$ cat config.mk
export PLATFORM = sky130hd
export DESIGN_NAME = grid_frame_scanner
export DESIGN_NICKNAME = d
export VERILOG_FILES = /design/src/rtl/grid_frame_scanner.sv
export SDC_FILE = /design/constraint.sdc
export NUM_CORES = 1
export LEC_CHECK = 0
export BUFFER_PORTS_ARGS = -buffer_cell sky130_fd_sc_hd__buf_2
export CAP_MARGIN = 20
export CORE_MARGIN = 2
export CORE_UTILIZATION = 40
export DETAILED_ROUTE_END_ITERATION = 8
export HOLD_SLACK_MARGIN = 0.08
export PLACE_DENSITY = 0.62
export SETUP_SLACK_MARGIN = 0.1
export SLEW_MARGIN = 10
export SYNTH_ARGS = -nofsm -noshare
export SYNTH_HDL_FRONTEND = slang
export SYNTH_SLANG_ARGS = --single-unit
export TNS_END_PERCENT = 1
$ cat constraint.sdc
create_clock -name clk -period 9.2 [get_ports clk]
set_input_delay 0.46 -clock clk [delete_from_list [all_inputs] [get_ports clk]]
set_output_delay 0.46 -clock clk [all_outputs]
set_load 0.03 [all_outputs]
$ cat src/rtl/grid_frame_scanner.sv
// grid_frame_scanner: walks a GRID_W x GRID_H playfield one cell per cycle,
// priority-encodes the object at each cell and sends a draw command to the
// display engine for changed cells (differential) or all cells (full redraw).
// A shadow memory holds the last drawn frame. Game steps are paced by tick.
module grid_frame_scanner #(
  parameter int GRID_W = 16,
  parameter int GRID_H = 16,
  parameter int XW     = $clog2(GRID_W),
  parameter int YW     = $clog2(GRID_H)
) (
  input  logic          clk,
  input  logic          nrst,
  input  logic          head,
  input  logic          body,
  input  logic          apple,
  input  logic          border,
  input  logic          tick,
  input  logic          game_over,
  input  logic          mode_pb,
  input  logic          cmd_done,
  output logic [XW-1:0] x,
  output logic [YW-1:0] y,
  output logic [2:0]    obj_code,
  output logic          cmd_valid,
  output logic          cmd_clear,
  output logic          en_update,
  output logic          frame_done,
  output logic          sync_reset,
  output logic          full_mode
);

  localparam int CELLS = GRID_W * GRID_H;
  localparam int IW    = $clog2(CELLS);

  localparam logic [2:0] S_INIT     = 3'd0;
  localparam logic [2:0] S_CLEAR    = 3'd1;
  localparam logic [2:0] S_SCAN     = 3'd2;
  localparam logic [2:0] S_WAIT_CMD = 3'd3;
  localparam logic [2:0] S_UPDATE   = 3'd4;
  localparam logic [2:0] S_OVER     = 3'd5;

  localparam logic [XW-1:0] X_LAST = XW'(GRID_W - 1);
  localparam logic [YW-1:0] Y_LAST = YW'(GRID_H - 1);
  localparam logic [IW-1:0] W_IDX  = IW'(GRID_W);

  // Priority encoder: head > body > apple > border > empty.
  function automatic logic [2:0] encode_obj(input logic h, input logic b,
                                            input logic a, input logic r);
    logic [2:0] c;
    if (h) begin
      c = 3'd4;
    end else if (b) begin
      c = 3'd3;
    end else if (a) begin
      c = 3'd2;
    end else if (r) begin
      c = 3'd1;
    end else begin
      c = 3'd0;
    end
    return c;
  endfunction

  logic [2:0]    state_q, state_d;
  logic [XW-1:0] x_q, x_d;
  logic [YW-1:0] y_q, y_d;
  logic [2:0]    obj_code_q, obj_code_d;
  logic          cmd_valid_q, cmd_valid_d;
  logic          cmd_clear_q, cmd_clear_d;
  logic          en_update_q, en_update_d;
  logic          frame_done_q, frame_done_d;
  logic          sync_reset_q, sync_reset_d;
  logic          full_mode_q, full_mode_d;
  logic          frame_mode_q, frame_mode_d;
  logic          over_flag_q, over_flag_d;

  logic [2:0]    shadow_q [CELLS];
  logic [IW-1:0] idx_s;
  logic [2:0]    shadow_rd_s;
  logic          shadow_we_s;
  logic [2:0]    shadow_wdata_s;
  logic [2:0]    code_s;
  logic          last_cell_s;
  logic [XW-1:0] next_x_s;
  logic [YW-1:0] next_y_s;

  assign idx_s       = IW'(y_q) * W_IDX + IW'(x_q);
  assign shadow_rd_s = shadow_q[idx_s];
  assign code_s      = encode_obj(head, body, apple, border);
  assign last_cell_s = (x_q == X_LAST) && (y_q == Y_LAST);
  assign next_x_s    = (x_q == X_LAST) ? {XW{1'b0}} : x_q + XW'(1);
  assign next_y_s    = (x_q == X_LAST) ? y_q + YW'(1) : y_q;

  // Next-state and output decode for the scan / handshake / pacing FSM.
  always_comb begin
    state_d        = state_q;
    x_d            = x_q;
    y_d            = y_q;
    obj_code_d     = obj_code_q;
    cmd_valid_d    = cmd_valid_q;
    cmd_clear_d    = cmd_clear_q;
    en_update_d    = 1'b0;
    frame_done_d   = 1'b0;
    sync_reset_d   = 1'b0;
    shadow_we_s    = 1'b0;
    shadow_wdata_s = 3'd0;
    frame_mode_d   = frame_mode_q;
    over_flag_d    = over_flag_q | game_over;
    // The button toggles the mode everywhere but OVER, where it restarts.
    full_mode_d    = full_mode_q ^ (mode_pb && (state_q != S_OVER));
    case (state_q)
      S_INIT: begin
        shadow_we_s    = 1'b1;
        shadow_wdata_s = 3'd0;
        over_flag_d    = 1'b0;
        if (last_cell_s) begin
          x_d         = {XW{1'b0}};
          y_d         = {YW{1'b0}};
          obj_code_d  = 3'd0;
          cmd_valid_d = 1'b1;
          cmd_clear_d = 1'b1;
          state_d     = S_CLEAR;
        end else begin
          x_d = next_x_s;
          y_d = next_y_s;
        end
      end
      S_CLEAR: begin
        if (cmd_done) begin
          cmd_valid_d  = 1'b0;
          cmd_clear_d  = 1'b0;
          frame_mode_d = full_mode_d;
          state_d      = S_SCAN;
        end else begin
          state_d = S_CLEAR;
        end
      end
      S_SCAN: begin
        if (frame_mode_q || (code_s != shadow_rd_s)) begin
          obj_code_d  = code_s;
          cmd_valid_d = 1'b1;
          state_d     = S_WAIT_CMD;
        end else if (last_cell_s) begin
          x_d          = {XW{1'b0}};
          y_d          = {YW{1'b0}};
          frame_done_d = 1'b1;
          state_d      = S_UPDATE;
        end else begin
          x_d = next_x_s;
          y_d = next_y_s;
        end
      end
      S_WAIT_CMD: begin
        if (cmd_done) begin
          shadow_we_s    = 1'b1;
          shadow_wdata_s = obj_code_q;
          cmd_valid_d    = 1'b0;
          if (last_cell_s) begin
            x_d          = {XW{1'b0}};
            y_d          = {YW{1'b0}};
            frame_done_d = 1'b1;
            state_d      = S_UPDATE;
          end else begin
            x_d     = next_x_s;
            y_d     = next_y_s;
            state_d = S_SCAN;
          end
        end else begin
          state_d = S_WAIT_CMD;
        end
      end
      S_UPDATE: begin
        if (tick && over_flag_d) begin
          obj_code_d  = 3'd0;
          cmd_valid_d = 1'b0;
          cmd_clear_d = 1'b0;
          state_d     = S_OVER;
        end else if (tick) begin
          en_update_d  = 1'b1;
          frame_mode_d = full_mode_d;
          state_d      = S_SCAN;
        end else begin
          state_d = S_UPDATE;
        end
      end
      S_OVER: begin
        obj_code_d  = 3'd0;
        cmd_valid_d = 1'b0;
        cmd_clear_d = 1'b0;
        if (mode_pb) begin
          sync_reset_d = 1'b1;
          x_d          = {XW{1'b0}};
          y_d          = {YW{1'b0}};
          state_d      = S_INIT;
        end else begin
          state_d = S_OVER;
        end
      end
      default: begin
        obj_code_d  = 3'd0;
        cmd_valid_d = 1'b0;
        cmd_clear_d = 1'b0;
        x_d         = {XW{1'b0}};
        y_d         = {YW{1'b0}};
        state_d     = S_INIT;
      end
    endcase
  end

  // State and registered outputs; async reset abandons any command in flight.
  always_ff @(posedge clk or negedge nrst) begin
    if (!nrst) begin
      state_q      <= S_INIT;
      x_q          <= {XW{1'b0}};
      y_q          <= {YW{1'b0}};
      obj_code_q   <= 3'd0;
      cmd_valid_q  <= 1'b0;
      cmd_clear_q  <= 1'b0;
      en_update_q  <= 1'b0;
      frame_done_q <= 1'b0;
      sync_reset_q <= 1'b0;
      full_mode_q  <= 1'b0;
      frame_mode_q <= 1'b0;
      over_flag_q  <= 1'b0;
    end else begin
      state_q      <= state_d;
      x_q          <= x_d;
      y_q          <= y_d;
      obj_code_q   <= obj_code_d;
      cmd_valid_q  <= cmd_valid_d;
      cmd_clear_q  <= cmd_clear_d;
      en_update_q  <= en_update_d;
      frame_done_q <= frame_done_d;
      sync_reset_q <= sync_reset_d;
      full_mode_q  <= full_mode_d;
      frame_mode_q <= frame_mode_d;
      over_flag_q  <= over_flag_d;
    end
  end

  // Shadow frame memory write port; contents are defined once INIT has run.
  always_ff @(posedge clk) begin
    if (shadow_we_s) begin
      shadow_q[idx_s] <= shadow_wdata_s;
    end
  end

  assign x          = x_q;
  assign y          = y_q;
  assign obj_code   = obj_code_q;
  assign cmd_valid  = cmd_valid_q;
  assign cmd_clear  = cmd_clear_q;
  assign en_update  = en_update_q;
  assign frame_done = frame_done_q;
  assign sync_reset = sync_reset_q;
  assign full_mode  = full_mode_q;

endmodule

==> key figures, run 1 <==
Status
  – Status: complete, no violations

Floorplan
  – Core Area: 79,130 µm²
  – Chip width: 286.9 µm
  – Die Span Y: 286.9 µm
  – Die Footprint: 82,330 µm²
  – Core Rows: 103
  – Number of top-level pins: 27
  – Starting Density: 0.4047

Synth
  – Post-synthesis cell count: 1,778
  – Largest cells by area after synthesis: edfxtp_1 (72%), mux4_2 (11%), nor2_1 (3.1%)
  – FF+latch count, synth: 790
  – Mapped cell area: 32,020 µm²
  – Seq/Total Area, Yosys: 0.7374
  – Warning count from the yosys run: 0
  – EDFF count, synth: 768
  – Main synth FF type: edfxtp_1
  – Post-synth top area share: 0.7203
  – Netlist cell types: 74
  – FFs w/ async S/R, synth: 0.02785
  – Avg Cell Area, Syn: 18.01 µm²
  – Syn_nets: 1,796
  – Area leader, netlist: edfxtp_1

Critical path
  – Critical path class: reg -> reg
  – CP max stage cell: dfrtp_4
  – Worst-path maximum fanout: 91
  – Crit path launch type: register
  – Crit-path max cell delay: 0.93 ns
  – Critical Path AT: 5.85 ns
  – Flop-to-flop setup slack: 3.88 ns
  – R2R depth: 11
  – Buf+Inv Stages, Crit Path: 1
  – CP delay by family, top: compound AO/OA/AOI/OAI gates
  – Worst flop-to-flop path endpoint: x[0]$_DFFE_PN0P_
  – Reg-to-Reg Start: x[1]$_DFFE_PN0P_
  – Req. time, crit path: 9.73 ns
  – Critical Path End Type: register
  – CP cell instances: buf_12 -> mux4_2 -> a22o_1 -> a2111oi_0 -> a21oi_1 -> a21boi_0 -> nor4_2 -> nor3_2 -> o2111ai_2 -> a21oi_2 -> mux2_4

Power and ir drop
  – P_leak: 11.17 nW
  – Pwr Density: 299.7 nW/µm²
  – Total power: 10.71 mW
  – Worst vdd ir: 0.0001855 V

Global routing
  – Largest net degree at the start of global routing: 257
  – Initial antenna violation count: 2
  – First-pass GRT wire length: 119.8 mm
  – Tot GR Track Use: 0.1996
  – Remaining global-route overflow: 0
  – Vias in the first global route: 17,500

Min path
  – Worst Hold Path EP: over_flag_q$_DFF_PN0_
  – Worst hold stages: 3
  – Hold Path Class: in -> reg
  – Hold_sp: game_over

Clock tree
  – H-tree levels: 3
  – Hold-fix buffers at CTS: 1
  – Post-CTS Resized: 0
  – # clock sinks: 790
  – Root buffer cell: clkbuf_16
  – Worst-Skew Late Latency: 0.64 ns
  – # Post-CTS Setup Buffers: 0
  – Clk buf depth: 3
  – Reg clk slew, reported paths: 0.06 ns
  – Num CTS Buffers: 82
  – CTS tree: done

Cells and area
  – Final Net Count: 1,820
  – Layout cells sized above 1: 0.2038
  – Final Core Density: 0.4516
  – # fillers: 6,745
  – Finished Layout Cells: 2,910
  – Antenna cell count: 0
  – Most common library cell in the layout ignoring fill and taps: edfxtp_1
  – Commonest cells after routing, fill and taps aside: edfxtp_1 (768), nor2_1 (267), mux4_2 (161), clkbuf_16 (83), nand2_1 (75)
  – Syn-to-layout area delta: 11.60%
  – Fin area: 35,730 µm²

Run
  – Maximum capacitance violations: 0

Placed design
  – Dpl hpwl: 47.15 mm
  – PortBufs: 26
  – Post-place setup slack: 3.957 ns
  – Placed cells: 2,767
  – Gpl congestion: 0.8760
  – Placed cell area: 33,180 µm²

Drt
  – Final WL: 81.51 mm
  – Via count: 17,130
  – Wire per inst: 28.01 µm
  – Drc violations: 0
  – DR iter-0 viols: 2,097
  – Vias per inst: 5.888
  – First-pass DRT Iterations: 6
  – Antenna viol nets, final: 0

STA
  – Final Critical Period: 5.324 ns
  – Setup tns final: 0 ns
  – Worst slew pin tran: 1.133 ns
  – Tcrit/Tclk final: 0.5787
  – Final Worst Setup Slack: 3.876 ns
  – RSZ-0062 raised after global routing: no
  – Slew HR: 0.2449
  – Slew Viols, Final: 0
  – Final hold violation count: 0
  – Worst Skew: 0.02840 ns
  – Fmax: 187.8 MHz
  – Final setup fails: 0
  – Hold WS: 0.1355 ns
==> kinds of logic (layout without fill, tap and decap cells) <==
family	Yosys count	count (layout)	share of synthesized area
simple gates	426	426	0.05623
mux	242	242	0.1391
compound gates	178	178	0.04193
xor+xnor	3	3	0.0008208
flops	790	790	0.7374
fa+ha+maj	8	8	0.003126
buf+inv	131	213	0.02137
==> worst max path at each step <==
stage / endpoint / startpoint / depth (start not counted)
after floorplan: shadow_q[0][0]$_DFFE_PP_ / state_q[0]$_DFFE_PN0P_ / 4
after global placement: x[0]$_DFFE_PN0P_ / x[1]$_DFFE_PN0P_ / 11
after detailed placement: x[0]$_DFFE_PN0P_ / x[1]$_DFFE_PN0P_ / 11
after CTS: x[0]$_DFFE_PN0P_ / x[1]$_DFFE_PN0P_ / 11
after global routing: x[0]$_DFFE_PN0P_ / x[1]$_DFFE_PN0P_ / 11
final: x[0]$_DFFE_PN0P_ / x[1]$_DFFE_PN0P_ / 11
==> synthesized netlist by cell type, drive strengths merged (10+ instances only) <==
cell type,n
a211oi,21
o22ai,23
dfrtp,22
clkbuf,63
mux2i,71
a22o,11
a21oi,19
buf,56
a22oi,35
mux4,161
nor2,268
nand3,21
nor3,18
nand2,78
inv,11
mux2,10
edfxtp,768
==> layer usage <==
metal,track usage,vias to the layer above,routed length (µm)
li1,-,7180,-
met1,0.2811,8945,33470
met2,0.3030,872,37640
met3,0.05246,137,8189
met4,0.06667,0,2206
met5,0,-,0
==> area by class of cell <==
class,instances,area [µm²],area share
clock inverters,43,401.6,0.01124
multi-input cells,857,7796,0.2182
clock buffers,99,2137,0.05981
repair buffers,59,417.9,0.01170
well taps,1050,1314,0.03677
flip-flops and latches,790,23620,0.6611
inverters,12,45.04,0.001261
==> tightest hold or removal path, stage by stage <==
cell     delay [ns]
buf_2          0.09
nor2_1         0.07
a21oi_1        0.11
==> sequential cells by signal, indices dropped and copies added (netlist names) <==
register      flops
cmd_valid         1
cmd_clear         1
frame_mode_q      1
shadow_q        768
x                 4
en_update         1
full_mode         1
sync_reset        1
over_flag_q       1
y                 4
obj_code          3
frame_done        1
state_q           3
==> where the power goes <==
group          switching (mW)  internal (mW)
Combinational            2.02           1.15
Clock                    1.35           1.82
Sequential              0.170           4.20
Power figures use the tool's default switching activity.
==> run 2, diff against run 1 <==
ABC_AREA = 1   (was unset)
clock period = 5.02 ns   (was 9.2 ns; I/O delays follow)
==> key figures, run 2 <==
Power and ir drop
  – P_leak: 15.53 nW
  – Total power: 19.86 mW
  – Worst vdd ir: 0.0004007 V
  – Pwr Density: 513.2 nW/µm²

Cells and area
  – Max reg flops: 768
  – # fillers: 8,070
  – Antenna cell count: 0
  – Layout cells sized above 1: 0.06293
  – Final Net Count: 3,454
  – Most common library cell in the layout ignoring fill and taps: nand2_1
  – Biggest register: shadow_q
  – Commonest cells after routing, fill and taps aside: nand2_1 (973), edfxtp_1 (768), nor2_1 (543), inv_1 (351), nand3_1 (242)
  – Syn-to-layout area delta: 11.50%
  – Fin area: 38,690 µm²

Clock tree
  – # Post-CTS Setup Buffers: 0
  – Root buffer cell: clkbuf_16
  – Reg clk slew, reported paths: 0.06 ns
  – Worst-Skew Late Latency: 0.63 ns
  – Clk buf depth: 3
  – H-tree levels: 3
  – Num CTS Buffers: 80
  – # clock sinks: 790
  – Post-CTS Resized: 0
  – CTS tree: done
  – Hold-fix buffers at CTS: 7

STA
  – Tcrit/Tclk final: 0.7926
  – Final setup fails: 0
  – Hold WS: 0.1541 ns
  – Fmax: 251.3 MHz
  – Slew Viols, Final: 0
  – RSZ-0062 raised after global routing: no
  – Worst Skew: 0.02227 ns
  – Slew HR: 0.2890
  – Final hold violation count: 0
  – Final Critical Period: 3.979 ns
  – Setup tns final: 0 ns
  – Worst slew pin tran: 1.063 ns

Synth
  – FF+latch count, synth: 790
  – Syn_nets: 3,446
  – Netlist cell types: 33
  – Area leader, netlist: edfxtp_1
  – Post-synthesis cell count: 3,428
  – Most frequent cell after synthesis: nand2_1
  – Warning count from the yosys run: 0
  – Post-synth top area share: 0.6646
  – Avg Cell Area, Syn: 10.12 µm²
  – Seq/Total Area, Yosys: 0.6805
  – Mapped cell area: 34,700 µm²
  – EDFF count, synth: 768
  – FFs w/ async S/R, synth: 0.02785
  – Largest cells by area after synthesis: edfxtp_1 (66%), nand2_1 (11%), nor2_1 (5.9%)
  – Main synth FF type: edfxtp_1
  – Post-synth top cells: nand2_1 (973), edfxtp_1 (768), nor2_1 (547)

Critical path
  – R2R depth: 20
  – Crit path launch type: register
  – Worst-path maximum fanout: 25
  – Critical Path AT: 4.48 ns
  – Reg-to-Reg Start: x[3]$_DFFE_PN0P_
  – Worst flop-to-flop path endpoint: x[1]$_DFFE_PN0P_
  – Critical path class: reg -> reg
  – Critical Path Source: x[3]$_DFFE_PN0P_
  – Critical Path End Type: register
  – Flop-to-flop setup slack: 1.04 ns
  – Req. time, crit path: 5.52 ns

Global routing
  – Tot GR Track Use: 0.2058
  – Largest net degree at the start of global routing: 180
  – Initial antenna violation count: 0
  – First-pass GRT wire length: 139.8 mm
  – Vias in the first global route: 23,070
  – Remaining global-route overflow: 0

Drt
  – Wire per inst: 19.93 µm
  – First-pass DRT Iterations: 5
  – Via count: 24,000
  – DR iter-0 viols: 2,640
  – Vias per inst: 5.160
  – Antenna viol nets, final: 0
  – Final WL: 92.70 mm
  – Drc violations: 0

Floorplan
  – Die Span Y: 298.5 µm
  – Core Rows: 108
  – Die Footprint: 89,120 µm²
  – Core Area: 86,350 µm²
  – Chip width: 298.5 µm
  – Number of top-level pins: 27
  – Starting Density: 0.4018

Placed design
  – Dpl hpwl: 52.78 mm
  – Placed cell area: 36,040 µm²
  – Gpl congestion: 0.8543
  – PortBufs: 26

Min path
  – Hold Path Class: in -> async

Run
  – Maximum capacitance violations: 0

Status
  – Status: complete, no violations
run 2: cell count changes after synthesis, sizes merged, moves of 67 or more:
| cell | change |
|---|---|
| a21oi | +67 |
| buf | +73 |
| inv | +343 |
| mux2i | -71 |
| mux4 | -161 |
| nand2 | +897 |
| nand3 | +222 |
| nor2 | +283 |
| o21ai | +191 |
run 2: logic make-up after synthesis:
| group | count (synthesis) | share of synthesized area |
|---|---|---|
| xor gates and xnor gates | 3 | 0.0007574 |
| AOI/OAI and AO/OA | 305 | 0.04489 |
| adders and majority gates | 8 | 0.002885 |
| DFF | 790 | 0.6805 |
| and+or+nand+nor | 1789 | 0.2042 |
| buffers and inverters | 533 | 0.06678 |
run 2: report_power, final:
group | total (mW) | internal (mW) | switching (mW)
combinational | 6.34 | 1.66 | 4.68
clock | 5.93 | 3.44 | 2.48
sequential | 7.59 | 7.44 | 0.157
total | 19.9 | 12.5 | 7.32
run 2: worst max path at each step:
stage                                     endpoint  slack [ns]  depth (start not counted)
after floorplan           shadow_q[0][0]$_DFFE_PP_       -0.43                          5
after global placement            x[2]$_DFFE_PN0P_        1.14                         20
after detailed placement          x[1]$_DFFE_PN0P_        1.15                         20
after CTS                         x[1]$_DFFE_PN0P_        1.09                         20
after global routing              x[1]$_DFFE_PN0P_        0.78                         20
final                             x[1]$_DFFE_PN0P_        1.04                         20
run 2: area by class of cell:
type / instances / area, µm² / share of cell area
sequential: 790 / 23620 / 0.6105
multi-input combinational: 2105 / 8808 / 0.2277
clock buffer: 103 / 2191 / 0.05663
tap: 1155 / 1445 / 0.03735
inverter: 361 / 1373 / 0.03548
timing repair buffer: 98 / 863.3 / 0.02231
clock inverter: 39 / 389.1 / 0.01006
run 2: routing by layer:
layer | track usage | vias up | share of wire
met5 | 0 | - | 0
li1 | - | 11280 | -
met1 | 0.2892 | 11610 | 0.43
met2 | 0.3285 | 933 | 0.46
met3 | 0.02806 | 179 | 0.076
met4 | 0.07263 | 0 | 0.033
run 2: metrics by stage:
step,worst slack (ns),utilization,instances
after floorplan,-0.4252,-,3428
after global placement,1.145,0.4174,4502
after detailed placement,1.146,0.4174,4502
after CTS,1.093,0.4481,4651
after global routing,0.7800,0.4481,4651
final,1.041,0.4481,4651
run 2: worst max-delay path, cell delays in order, from the launching register on:
cell	delay, ns
dfrtp_1	0.59
nand2_2	0.31
inv_2	0.59
buf_4	0.44
nand3_1	0.15
nand2_1	0.09
nor2_1	0.05
nand2_1	0.12
nand3_1	0.19
nand2_1	0.14
nand2_1	0.06
nand2_1	0.17
nor2_1	0.06
nand2_1	0.06
nand2_1	0.06
nor2_2	0.16
nand2_1	0.08
nand2_2	0.19
nand3_1	0.19
nand2_1	0.10
nand2_1	0.05
